**config.mk**
```make
export PLATFORM = sky130hd
export DESIGN_NAME = piso_deb_ctrl
export DESIGN_NICKNAME = d
export VERILOG_FILES = /design/src/rtl/piso_deb_ctrl.sv
export SDC_FILE = /design/constraint.sdc
export NUM_CORES = 1
export LEC_CHECK = 0
export BUFFER_PORTS_ARGS = -buffer_cell sky130_fd_sc_hd__buf_2
export CAP_MARGIN = 20
export CORE_MARGIN = 8
export CORE_UTILIZATION = 51
export CTS_CLUSTER_SIZE = 24
export DETAILED_ROUTE_END_ITERATION = 12
export PLACE_DENSITY = 0.77
export SETUP_SLACK_MARGIN = 0.15
export SLEW_MARGIN = 40
export SYNTH_ARGS = -nofsm -noshare
export SYNTH_HDL_FRONTEND = slang
export SYNTH_SLANG_ARGS = --single-unit
```
**constraint.sdc**
```tcl
create_clock -name CLKEXT -period 4.22 [get_ports CLKEXT]
set_input_delay 0.844 -clock CLKEXT [delete_from_list [all_inputs] [get_ports CLKEXT]]
set_output_delay 0.844 -clock CLKEXT [all_outputs]
set_load 0.05 [all_outputs]
```
**src/rtl/piso_deb_ctrl.sv**
```systemverilog
// piso_deb_ctrl: frame sequencer for the debug PISO.
// Drives CLR/EN/SHIFT and flags each byte on D_OUT.
//
// Ports:
//   CLKEXT, RST_GLO (sync, active high)
//   DBG_START, DBG_ABORT, AUTO_EN, AUTO_PERIOD  : triggers
//   DBG_RDY                                    : consumer ready
//   CLR_PISO_DEB, EN_PISO_DEB, SHIFT_DEB       : PISO control
//   BYTE_VLD, BYTE_IDX                         : byte strobe, aligned with D_OUT
//   FRAME_DONE, BUSY, OVERRUN                  : status
module piso_deb_ctrl #(
    parameter int NBYTES   = 12,
    parameter int PERIOD_W = 16
) (
    input  logic                CLKEXT,
    input  logic                RST_GLO,
    input  logic                DBG_START,
    input  logic                DBG_ABORT,
    input  logic                AUTO_EN,
    input  logic [PERIOD_W-1:0] AUTO_PERIOD,
    input  logic                DBG_RDY,
    output logic                CLR_PISO_DEB,
    output logic                EN_PISO_DEB,
    output logic                SHIFT_DEB,
    output logic                BYTE_VLD,
    output logic [3:0]          BYTE_IDX,
    output logic                FRAME_DONE,
    output logic                BUSY,
    output logic                OVERRUN
);

    typedef enum logic [2:0] {
        S_IDLE,
        S_CLEAR,
        S_CAPTURE,
        S_SHIFTING,
        S_DRAIN,
        S_ABORT
    } state_t;

    localparam logic [3:0] NB   = 4'(NBYTES);
    localparam logic [3:0] LAST = 4'(NBYTES - 1);

    state_t              state;
    state_t              state_nxt;
    logic [3:0]          sent;
    logic [PERIOD_W-1:0] auto_cnt;
    logic                auto_on;
    logic                auto_tick;
    logic                trig;

    // A count at or above a freshly lowered period wraps at once.
    assign auto_on   = AUTO_EN && (AUTO_PERIOD != '0);
    assign auto_tick = auto_on &&
                       (auto_cnt >= (AUTO_PERIOD - PERIOD_W'(1)));
    assign trig      = DBG_START || auto_tick;

    // Shift has no skid: it follows DBG_RDY in the same cycle.
    assign SHIFT_DEB = (state == S_SHIFTING) && DBG_RDY && (sent < NB);

    always_comb begin
        state_nxt = state;
        unique case (state)
            S_IDLE: begin
                // Abort wins over a same-cycle trigger.
                if (!DBG_ABORT && trig)
                    state_nxt = S_CLEAR;
            end
            S_CLEAR:    state_nxt = S_CAPTURE;
            S_CAPTURE:  state_nxt = S_SHIFTING;
            S_SHIFTING: begin
                if (SHIFT_DEB && (sent == LAST))
                    state_nxt = S_DRAIN;
            end
            S_DRAIN:    state_nxt = S_IDLE;
            S_ABORT:    state_nxt = S_IDLE;
            default:    state_nxt = S_IDLE;
        endcase
        if (DBG_ABORT && (state != S_IDLE) && (state != S_ABORT))
            state_nxt = S_ABORT;
    end

    // Outputs are decoded from the next state and registered,
    // so they are clean Moore decodes of the state register.
    always_ff @(posedge CLKEXT) begin
        if (RST_GLO) begin
            state        <= S_IDLE;
            sent         <= '0;
            auto_cnt     <= '0;
            CLR_PISO_DEB <= 1'b0;
            EN_PISO_DEB  <= 1'b0;
            BYTE_VLD     <= 1'b0;
            BYTE_IDX     <= '0;
            FRAME_DONE   <= 1'b0;
            BUSY         <= 1'b0;
            OVERRUN      <= 1'b0;
        end else begin
            state <= state_nxt;

            if (!auto_on || auto_tick)
                auto_cnt <= '0;
            else
                auto_cnt <= auto_cnt + PERIOD_W'(1);

            if (state_nxt == S_CLEAR)
                sent <= '0;
            else if (SHIFT_DEB)
                sent <= sent + 4'd1;

            // A shift on the abort edge is never flagged as a byte.
            BYTE_VLD <= SHIFT_DEB && !DBG_ABORT;
            BYTE_IDX <= sent;

            CLR_PISO_DEB <= (state_nxt == S_CLEAR) ||
                            (state_nxt == S_ABORT);
            EN_PISO_DEB  <= (state_nxt == S_CAPTURE) ||
                            (state_nxt == S_SHIFTING) ||
                            (state_nxt == S_DRAIN);
            BUSY         <= (state_nxt != S_IDLE);
            FRAME_DONE   <= (state == S_DRAIN) && (state_nxt == S_IDLE);
            OVERRUN      <= trig && (state != S_IDLE);
        end
    end

endmodule
```
==> results.yml <==
outcome:
  status: "finished, final reports clean"
power_and_ir_drop:
  p_total_uw: 650.2
  clkPwrFrac_pct: 35.7
  power_density_nw_per_um2: 279.4
  switching_share_pct: 27.95
  seqPwrFrac_pct: 49.9
  p_leak_uw: 0.0009252
  peakVddDrop_v: 0.0001542
  power_frac_comb_pct: 14.4
  p_sw_uw: 181.7
  p_int_uw: 468.5
sta:
  relSlewSlack_pct: 52.27
  period_share_pct: 92.61
  rsz0062_at_grt: "false"
  drv_slew: 0
  clock_skew_ps: 7.863
  final_hold_viol_count: 0
  final.min_clock_period_ps: 3908
  fmax_mhz: 255.9
  fin_tns_setup_ps: 0
  final-setup-viol-count: 0
  tightestPinTransition_ps: 709.3
  setup_ws_ps: 311.9
clock_network:
  numCtsBuffers: 5
  hold_buffers: 0
  ctsLongestPathBuffers: 2
  cts_tree: "yes"
  postCtsSetupRepairBufs: 0
  htreeDepth: 2
  path_clk_slew_ps: 70
  clock-root-buffer: "clkbuf_8"
  ctsResizeCount: 0
  cts.sinks: 33
  clk_latency_ps: 290
placement:
  port_buffers: 32
  gp_congestion: 0.8727
  place_ws_ps: 38.30
  post-dp-hpwl_um: 3458
layout:
  drive_gt1_share_pct: 22.57
  fill_cells: 363
  seqCellArea_um2: 660.6
  final_cell_mix: "dfxtp_1 (33), buf_2 (32), ha_1 (19)"
  final_common_cell: "dfxtp_1"
  fin_nets: 297
  multi_input_area_um2: 1290
  n_antenna_cell: 0
  syn2layout_area_growth_pct: 15.31
routing:
  viasPerCell: 5.391
  drt_iter0_markers: 81
  route.detailed.drc: 0
  dr.pass1.iters: 4
  vias: 1655
  drtAntennaViolNets: 0
  drt_wl_total_um: 4311
  route.detailed.wl_per_inst_um: 14.04
grt:
  grt_first_pass_wirelength_um: 7355
  grt-ovfl-total: 0
  antenna_found_initial: 0
  grt_pass1_vias: 1633
  track_usage_pct: 14.47
  grt_max_degree: 18
synth:
  syn_area_um2: 2018
  synth_ff_type: "dfxtp_1"
  syn_avg_cell_area_um2: 9.300
  ys_seq_area_share_pct: 32.73
  ys_async_sr_fraction_pct: 0
  yosys_warnings: 0
  synth.net_count: 258
  syn_inst: 217
  synth-seq-cells: 33
  synth_edf_count: 0
  synth_cell_type_count: 46
setup_path:
  path_class: "input port to flop"
  slowest_delay_ps: 520
  critPathSlowestCell: "or4b_1"
  critPathMaxFanout: 8
  r2r_cells: 7
  endpoint_kind: "flop"
  start_kind: "input port"
  critPathArrivalTime_ps: 4130
  cp-startpoint: "AUTO_PERIOD[1]"
  required_ps: 4450
  cp_cell_sequence: "buf_2 > or3_4 > or4_4 > or4_1 > nor2_1 > xnor2_1 > ha_1 > and4_1 > and2_1 > a22o_1 > or4b_1 > buf_4 > nor2_1"
  path_common_cell: "nor2_1"
  rr_startpoint: "auto_cnt[7]$_SDFF_PP0_"
floorplanning:
  io_pins: 33
  core_region_area_um2: 3914
  die_w_um: 78.91
  num_rows: 23
  die_y_um: 78.91
  start_util_pct: 51.57
  dieArea_um2: 6226
run:
  max_cap_viol_count: 0
min_path:
  hold_class: "flop to flop"
  min_path_cells: 1
  hold_start: "auto_cnt[0]$_SDFF_PP0_"
## logic make-up after synthesis
family | after synthesis | synth area share (%)
buffers and inverters | 13 | 3.596
AO/OA/AOI/OAI | 32 | 11.72
flip-flops | 33 | 32.73
XOR/XNOR | 31 | 13.45
multiplexers | 1 | 0.4960
adder cells (fa/ha/maj) | 19 | 11.78
AND/OR/NAND/NOR | 88 | 26.23
## through the flow
step	instance area, µm²	utilization [%]	instances	hold slack (ps)
2_1_floorplan	2023	-	217	438.7
3_3_place_gp	2241	57.26	299	459.0
3_5_place_dp	2241	57.26	299	468.8
4_1_cts	2327	59.46	307	485.7
5_1_grt	2327	59.46	307	504.0
6_report	2327	59.46	307	479.3
## power by group through the flow
stage	Combinational, µW	Clock (µW)	Sequential, µW
final	93.5	232	325
after CTS	93.5	238	324
after detailed placement	92.7	0	332
after global routing	103	257	326
after global placement	91.6	0	331
after floorplan	52.9	0	341
## critical path: cells and delay by family
kind                     cells  cell delay [ps]
adder cells (fa/ha/maj)      1              260
AND/OR/NAND/NOR              8             2370
XOR/XNOR                     1              130
buffers and inverters        2              320
AO/OA/AOI/OAI                1              200
## sequential cells by signal, summed over array words and instances, names as in the netlist
name	count
auto_cnt	16
EN_PISO_DEB	1
BYTE_IDX	4
CLR_PISO_DEB	1
BYTE_VLD	1
sent	4
OVERRUN	1
FRAME_DONE	1
BUSY	1
state	3
## metal layers
metal  routed length, µm  vias up  part of all wire (%)  global-route usage (%)
met1                2066      757                    48                   18.72
met3                 249        7                   5.8                   4.740
met5                   0        -                     0                       0
li1                    -      857                     -                       -
met4                  39        0                  0.90                   3.704
met2                1956       34                    45                   22.62
## cell usage after synthesis, types with 5 or more instances
| master | number | share of area, % |
|---|---|---|
| inv_1 | 8 | 1.5 |
| ha_1 | 19 | 12 |
| nand2_1 | 11 | 2.0 |
| a21oi_1 | 6 | 1.5 |
| nor2_1 | 16 | 3.0 |
| nor2b_1 | 7 | 2.2 |
| nor2_4 | 8 | 4.5 |
| xor2_1 | 13 | 5.6 |
| o21ai_0 | 5 | 1.2 |
| nor3_1 | 6 | 1.5 |
| a211oi_1 | 6 | 2.2 |
| dfxtp_1 | 33 | 33 |
| xnor2_1 | 18 | 7.8 |
| nor4_1 | 8 | 2.5 |
| nand3_1 | 7 | 1.7 |
## area by class of cell
type / instances / area share [%]
Multi-Input combinational cell: 171 / 55.43
Sequential cell: 33 / 28.39
Tap cell: 50 / 2.688
Timing Repair Buffer: 37 / 8.495
Inverter: 8 / 1.290
Clock inverter: 3 / 0.7527
Clock buffer: 5 / 2.957
## final timing paths
check,slack (ps),endpoint
worst min register to register,480,auto_cnt[0]$_SDFF_PP0_
worst min-delay path,480,auto_cnt[0]$_SDFF_PP0_
worst max-delay path,310,auto_cnt[15]$_SDFF_PP0_
worst max register to register,1880,auto_cnt[15]$_SDFF_PP0_
No activity file was read; power rests on OpenSTA's default activity.
